<file path="src/rtl/imm_extend_pipe.sv">
// imm_extend_pipe
//   Pipelined immediate-extension unit sitting between decode and execute.
//   Each item's immediate is extended combinationally and registered into
//   stage 1. It then moves through STAGES register stages under a
//   valid/ready handshake that has no bubbles. A sideband tag and the mode
//   travel with the data. acc_Count counts input handshakes since reset.
//
// Ports
//   clk        rising-edge clock
//   rst        synchronous active-high reset
//   in_Valid   upstream presents an item
//   in_Ready   unit accepts an item this cycle (does not depend on in_Valid)
//   in_Imm     raw immediate field (IN_W bits)
//   in_Mode    00 SEXT, 01 ZEXT, 10 LUI, 11 BOFF
//   in_Tag     sideband tag, passed through unchanged
//   out_Valid  output item valid
//   out_Ready  downstream accepts the output item
//   out_Ext    extended result (OUT_W bits)
//   out_Tag    tag belonging to out_Ext
//   out_Mode   mode belonging to out_Ext
//   acc_Count  input handshakes since reset, wraps modulo 2^CNT_W
module imm_extend_pipe #(
  parameter int IN_W   = 16,
  parameter int OUT_W  = 32,
  parameter int STAGES = 2,
  parameter int TAG_W  = 5,
  parameter int CNT_W  = 16
) (
  input  logic             clk,
  input  logic             rst,
  input  logic             in_Valid,
  output logic             in_Ready,
  input  logic [IN_W-1:0]  in_Imm,
  input  logic [1:0]       in_Mode,
  input  logic [TAG_W-1:0] in_Tag,
  output logic             out_Valid,
  input  logic             out_Ready,
  output logic [OUT_W-1:0] out_Ext,
  output logic [TAG_W-1:0] out_Tag,
  output logic [1:0]       out_Mode,
  output logic [CNT_W-1:0] acc_Count
);

  localparam logic [1:0] MODE_SEXT = 2'b00;
  localparam logic [1:0] MODE_ZEXT = 2'b01;
  localparam logic [1:0] MODE_LUI  = 2'b10;
  localparam logic [1:0] MODE_BOFF = 2'b11;

  logic [OUT_W-1:0] sext_val;
  logic [OUT_W-1:0] zext_val;
  logic [OUT_W-1:0] lui_val;
  logic [OUT_W-1:0] boff_val;
  logic [OUT_W-1:0] ext_val;

  assign sext_val = {{(OUT_W-IN_W){in_Imm[IN_W-1]}}, in_Imm};
  assign zext_val = {{(OUT_W-IN_W){1'b0}}, in_Imm};
  assign lui_val  = {in_Imm, {(OUT_W-IN_W){1'b0}}};
  // Branch offset: the top two sign bits fall off, no saturation.
  assign boff_val = {sext_val[OUT_W-3:0], 2'b00};

  always_comb begin
    ext_val = sext_val;
    case (in_Mode)
      MODE_SEXT: ext_val = sext_val;
      MODE_ZEXT: ext_val = zext_val;
      MODE_LUI:  ext_val = lui_val;
      MODE_BOFF: ext_val = boff_val;
      default:   ext_val = sext_val;
    endcase
  end

  logic [STAGES-1:0]             valid_q;
  logic [STAGES-1:0][OUT_W-1:0]  data_q;
  logic [STAGES-1:0][TAG_W-1:0]  tag_q;
  logic [STAGES-1:0][1:0]        mode_q;
  logic [CNT_W-1:0]              acc_q;

  // space[k]: stage k can take a new item this cycle (empty or advancing).
  // go[k]:    stage k hands its item on (downstream or out of the unit).
  // load[k]:  stage k captures a new item.
  logic [STAGES-1:0]             space;
  logic [STAGES-1:0]             go;
  logic [STAGES-1:0]             load;
  logic [STAGES-1:0][OUT_W-1:0]  data_src;
  logic [STAGES-1:0][TAG_W-1:0]  tag_src;
  logic [STAGES-1:0][1:0]        mode_src;

  // The ready chain is flattened: stage k has room when the output drains
  // or any stage at or after k is empty. This keeps it free of
  // combinational self-reference and independent of in_Valid.
  for (genvar k = 0; k < STAGES; k++) begin : g_ctl
    assign space[k] = out_Ready || !(&valid_q[STAGES-1:k]);

    if (k == STAGES-1) begin : g_last
      assign go[k] = valid_q[k] && out_Ready;
    end else begin : g_mid
      assign go[k] = valid_q[k] && space[k+1];
    end

    if (k == 0) begin : g_first
      assign load[k]     = in_Valid && space[0];
      assign data_src[k] = ext_val;
      assign tag_src[k]  = in_Tag;
      assign mode_src[k] = in_Mode;
    end else begin : g_next
      assign load[k]     = go[k-1];
      assign data_src[k] = data_q[k-1];
      assign tag_src[k]  = tag_q[k-1];
      assign mode_src[k] = mode_q[k-1];
    end
  end

  always_ff @(posedge clk) begin
    if (rst) begin
      valid_q <= '0;
      data_q  <= '0;
      tag_q   <= '0;
      mode_q  <= '0;
      acc_q   <= '0;
    end else begin
      for (int i = 0; i < STAGES; i++) begin
        // A stage that loads and empties in the same cycle keeps valid set.
        if (load[i]) begin
          valid_q[i] <= 1'b1;
          data_q[i]  <= data_src[i];
          tag_q[i]   <= tag_src[i];
          mode_q[i]  <= mode_src[i];
        end else if (go[i]) begin
          valid_q[i] <= 1'b0;
        end
      end
      if (load[0]) begin
        acc_q <= acc_q + CNT_W'(1);
      end
    end
  end

  assign in_Ready  = space[0];
  assign out_Valid = valid_q[STAGES-1];
  assign out_Ext   = data_q[STAGES-1];
  assign out_Tag   = tag_q[STAGES-1];
  assign out_Mode  = mode_q[STAGES-1];
  assign acc_Count = acc_q;

endmodule

</file>
<file path="config.mk">
export PLATFORM = sky130hd
export DESIGN_NAME = imm_extend_pipe
export DESIGN_NICKNAME = d
export VERILOG_FILES = /design/src/rtl/imm_extend_pipe.sv
export SDC_FILE = /design/constraint.sdc
export NUM_CORES = 1
export LEC_CHECK = 0
export CAP_MARGIN = 20
export CORE_UTILIZATION = 50
export DETAILED_ROUTE_END_ITERATION = 10
export PLACE_DENSITY = 0.86
export SLEW_MARGIN = 5
export SYNTH_ARGS = -nofsm -noshare
export SYNTH_HDL_FRONTEND = slang
export SYNTH_SLANG_ARGS = --single-unit
</file>
<file path="constraint.sdc">
create_clock -name clk -period 2.45 [get_ports clk]
set_clock_uncertainty 0.2 [all_clocks]
set_input_delay 0.49 -clock clk [delete_from_list [all_inputs] [get_ports clk]]
set_output_delay 0.49 -clock clk [all_outputs]
set_load 0.05 [all_outputs]
</file>
After elaboration in Yosys (flattened, before gate mapping). Index checks and enable logic that the tools add are counted.

Memories kept: 0. Logic and storage cells: 29. Bits in latches: 0. Flip-flop bits (word level): 96. Input bits: 27. Memory bits (writable): 0. Output and inout port bits: 57. Memory bits (read-only): 0.

$lt $le $gt $ge: 0. Reductions and logical operators: 11. Bitwise logic cells: 0. Equality and inequality tests: 3. Muxes and demuxes: 5. $add $sub $neg: 1. Shift operators: 0. Divide/modulo/power cells: 0. Multipliers: 0.

Operator list (number): 32-bit case mux with 4 select lines (1); 16-bit by 1-bit adder with 16-bit output, second input constant (1); 2-bit equality test, second input constant (2); 1-bit two-way mux (4); 2-bit nonzero test (2); 1-bit logical AND (3); 2-bit by 1-bit equality test with 1-bit output, second input constant (1); 1-bit zero test (2); 2-bit zero test (1); 1-bit logical OR (2); 2-bit AND reduction (1).

Logic depth before layout (Yosys ltp).
Word-level depth: 5. Depth in mapped cells: 8. Mapped depth without buffers: 5.

Worst setup path after synthesis. Ideal clock, no wire load.

Path type: register -> register. Start point: register valid_q[1]. End point: register data_q[21] (netlist name). Library setup time: 134 ps. Clock period less this slack: 2247 ps. Buffers on the path: 2. Path slack: 203 ps. Required time: 2116 ps. Data arrival time: 1913 ps. Cell stages (with the launch flop): 8. Cells stage by stage: dfxtp_1 -> and3b_1 -> buf_6 -> inv_2 -> nand2_1 -> a31oi_1 -> buf_2 -> a211oi_1.

Word-level cells in the longest chain between the ends: 4.

Ends and longest elaborated chain: from (decl) (RTL line 72) `logic [STAGES-1:0] valid_q;`; from (signal assigned) (RTL line 115) `valid_q <= '0;`; from (signal, indexed assignment) (RTL line 124) `valid_q[i] <= 1'b1;`; from (signal, indexed assignment) (RTL line 129) `valid_q[i] <= 1'b0;`; 2-bit AND reduction (RTL line 92) `assign space[k] = out_Ready || !(&valid_q[STAGES-1:k]);`; 1-bit zero test (RTL line 92); 1-bit logical OR (RTL line 92); net in_Ready (RTL line 32) `output logic in_Ready,`; 1-bit logical AND (RTL line 101) `assign load[k] = in_Valid && space[0];`; to (signal, indexed assignment) (RTL line 125) `data_q[i] <= data_src[i];`; to (decl) (RTL line 73) `logic [STAGES-1:0][OUT_W-1:0] data_q;`.

The timed path passes the listed nets, and every way through them passes these cells. A chain may end at the register's enable or synchronous reset.

Final worst setup path.
Start point: register acc_q[6], in the netlist acc_Count[6]. End point: output acc_Count[6].

RTL lines: from (decl) (RTL line 76) `logic [CNT_W-1:0] acc_q;`; from (signal assigned) (RTL line 133) `acc_q <= acc_q + CNT_W'(1);`; to (decl) (RTL line 41) `output logic [CNT_W-1:0] acc_Count`.

No word-level cell between the ends.

==> flow_summary.yaml <==
run_status:
  status: "finished, final reports clean"
die:
  die_area_um2: 8220
  io_pins: 84
  rows: 31
  die_w_um: 90.7
  dieHeight_um: 90.7
  core_area_um2: 7410
  initial_utilization: 0.530
worst_setup_path:
  cpPeakStageDelay_ns: 0.86
  crit_path_max_fanout: 7
  cp_top_family: "buffers and inverters"
  critical_path_required_ns: 1.76
  crit_buf_inv: 1
  crit_arrival_ns: 1.68
  startpoint_type: "flop"
  cp_slowest_cell: "clkdlybuf4s50_1"
  r2r_slack_ns: 0.47
  cp-end-kind: "output pin"
  crit_chain: "clkdlybuf4s50_1"
  path_class: "flop to output pin"
layout:
  drive_gt1_frac: 0.0721
  final_cell_mix: "117 x nand2_1, 96 x dfxtp_1, 81 x clkdlybuf4s50_1"
  final_common_cell: "nand2_1"
  n_antenna_cell: 0
  area_delta_synth_final_pct: 23.1
  layout.nets: 550
routing:
  postRouteAntennaNets: 0
  via_per_inst: 5.37
  initialDrtViolationCount: 240
  drc: 0
  first_pass_iters: 5
  drt-total-wl_mm: 8.94
  dr_total_vias: 3362
  wl_per_cell_um: 14.3
clock_tree:
  cts_setup_buffers: 0
  tritoncts: "yes"
  cts.path.max_buffers: 2
  hold_buffers: 0
  clock-sinks: 96
  cts_max_level: 3
  cts_resized: 0
  clk_pin_slew_worst_paths_ns: 0.09
  cts_buffers: 9
  insertion_delay_ns: 0.36
  cts-root-buf: "clkbuf_8"
global_routing:
  overflow: 0
  antenna_found_initial: 0
  grt_start_max_net_pins: 44
  grt_pass1_vias: 2997
  grt_pass1_wl_mm: 14.8
  grt_use_total: 0.227
yosys:
  synthesis.area_um2: 3930
  seq_area_frac_synth: 0.489
  netlist_instances: 483
  synth_cell_type_count: 37
  avgSynthCellArea_um2: 8.14
  synth_warnings: 0
  syn_nets: 511
  yosys_register_bits: 96
sta:
  period_share: 0.968
  maxSlewHeadroom: 0.525
  fin_tns_setup_ns: 0
  fin_crit_ns: 2.37
  drv_slew: 0
  hold_ws_ns: 0.253
  hold_violations: 0
  tightest_slew_ns: 0.712
  max_freq_mhz: 421
  grt_setup_unrepaired: "no"
  setup_viol: 0
placement:
  gp_congestion: 0.846
  port_buffers: 83
  hpwl_mm: 6.06
power_and_ir_drop:
  p_switching_mw: 0.819
  ir_drop_mv: 0.334
  p_leak_nw: 1.71
  comb_power_share: 0.129
  p_sw_frac: 0.261
  powerDensity_nw_per_um2: 648
  p_seq_frac: 0.532
  internal_power_mw: 2.31
  power.share.clock: 0.339
hold_path:
  hold_path_class: "flop to flop"
job:
  drv_cap: 0
-- final timing paths --
path / startpoint / endpoint / cells after the start
max: acc_Count[6] / acc_Count[6] / 1
min: data_q[6] / out_Ext[6] / 2
max reg2reg: acc_Count[0] / acc_Count[14] / 5
min reg2reg: data_q[6] / out_Ext[6] / 2
-- final cells by class --
| cell class | count | area, um^2 |
|---|---|---|
| Fill cell | 628 | 2570 |
| Sequential cell | 96 | 1920 |
| Multi-Input combinational cell | 312 | 1570 |
| Timing Repair Buffer | 99 | 1010 |
| Clock buffer | 12 | 155 |
| Tap cell | 99 | 124 |
| Clock inverter | 4 | 51.3 |
| Inverter | 4 | 15.0 |
-- sequential cells by signal, summed over array words and instances, names as in the netlist --
register,flops
data_q,32
out_Ext,32
acc_Count,16
out_Tag,5
tag_q,5
mode_q,2
out_Mode,2
valid_q,2
-- Yosys cell counts --
cell type | n | area [um^2]
a221oi_1 | 15 | 131
and3b_1 | 1 | 8.76
xor2_1 | 6 | 52.6
or4_1 | 2 | 15.0
dfxtp_1 | 96 | 1920
nor3_1 | 16 | 80.1
nand3_1 | 9 | 45.0
nor2b_1 | 2 | 12.5
nor4_1 | 1 | 6.26
o31ai_1 | 2 | 15.0
nand2_1 | 117 | 439
nor3b_1 | 1 | 7.51
and2_2 | 1 | 7.51
buf_2 | 6 | 30.0
and2_0 | 1 | 6.26
a211oi_1 | 14 | 105
ha_1 | 1 | 12.5
clkbuf_1 | 22 | 82.6
and2_1 | 1 | 6.26
inv_1 | 2 | 7.51
and4_1 | 2 | 17.5
buf_6 | 1 | 11.3
buf_1 | 3 | 11.3
nor2_1 | 43 | 161
a21oi_1 | 55 | 275
nand4_1 | 6 | 37.5
mux2_2 | 2 | 22.5
xnor2_1 | 4 | 35.0
buf_4 | 39 | 293
nand2b_1 | 1 | 6.26
or4_4 | 1 | 11.3
or3_1 | 2 | 12.5
clkinv_1 | 1 | 3.75
a31oi_1 | 1 | 6.26
inv_2 | 1 | 3.75
o21ai_0 | 2 | 10.0
and3_1 | 3 | 18.8
-- routing by layer --
layer / wire length, um / share of wire / GRT usage
met1: 3780 / 0.42 / 0.284
met3: 637 / 0.071 / 0.0522
met2: 4330 / 0.48 / 0.375
met5: 0 / 0 / 0
met4: 194 / 0.022 / 0.0941
-- per-stage QoR --
stage	total power, mW	area (um^2)	setup WS (ns)	utilization	instances
3_3_place_gp	2.09	4630	0.00992	0.625	610
2_1_floorplan	1.97	3930	0.203	-	483
4_1_cts	3.15	4840	0.0718	0.653	626
5_1_grt	3.27	4840	0.00746	0.653	626
6_report	3.13	4840	0.0774	0.653	626
3_5_place_dp	2.10	4630	0.0101	0.625	610
-- power by group through the flow --
stage | Combinational (mW) | Clock [mW] | Sequential (mW)
6_report | 0.405 | 1.06 | 1.67
5_1_grt | 0.438 | 1.15 | 1.68
4_1_cts | 0.404 | 1.08 | 1.67
3_5_place_dp | 0.401 | 0 | 1.70
3_3_place_gp | 0.393 | 0 | 1.70
2_1_floorplan | 0.259 | 0 | 1.71
-- logic make-up after synthesis --
logic type	synth area share
AO/OA/AOI/OAI	0.138
XOR/XNOR	0.0223
adder cells (fa/ha/maj)	0.00318
buffers and inverters	0.113
flip-flops	0.489
multiplexers	0.00573
AND/OR/NAND/NOR	0.229
Power figures use the tool's default switching activity.
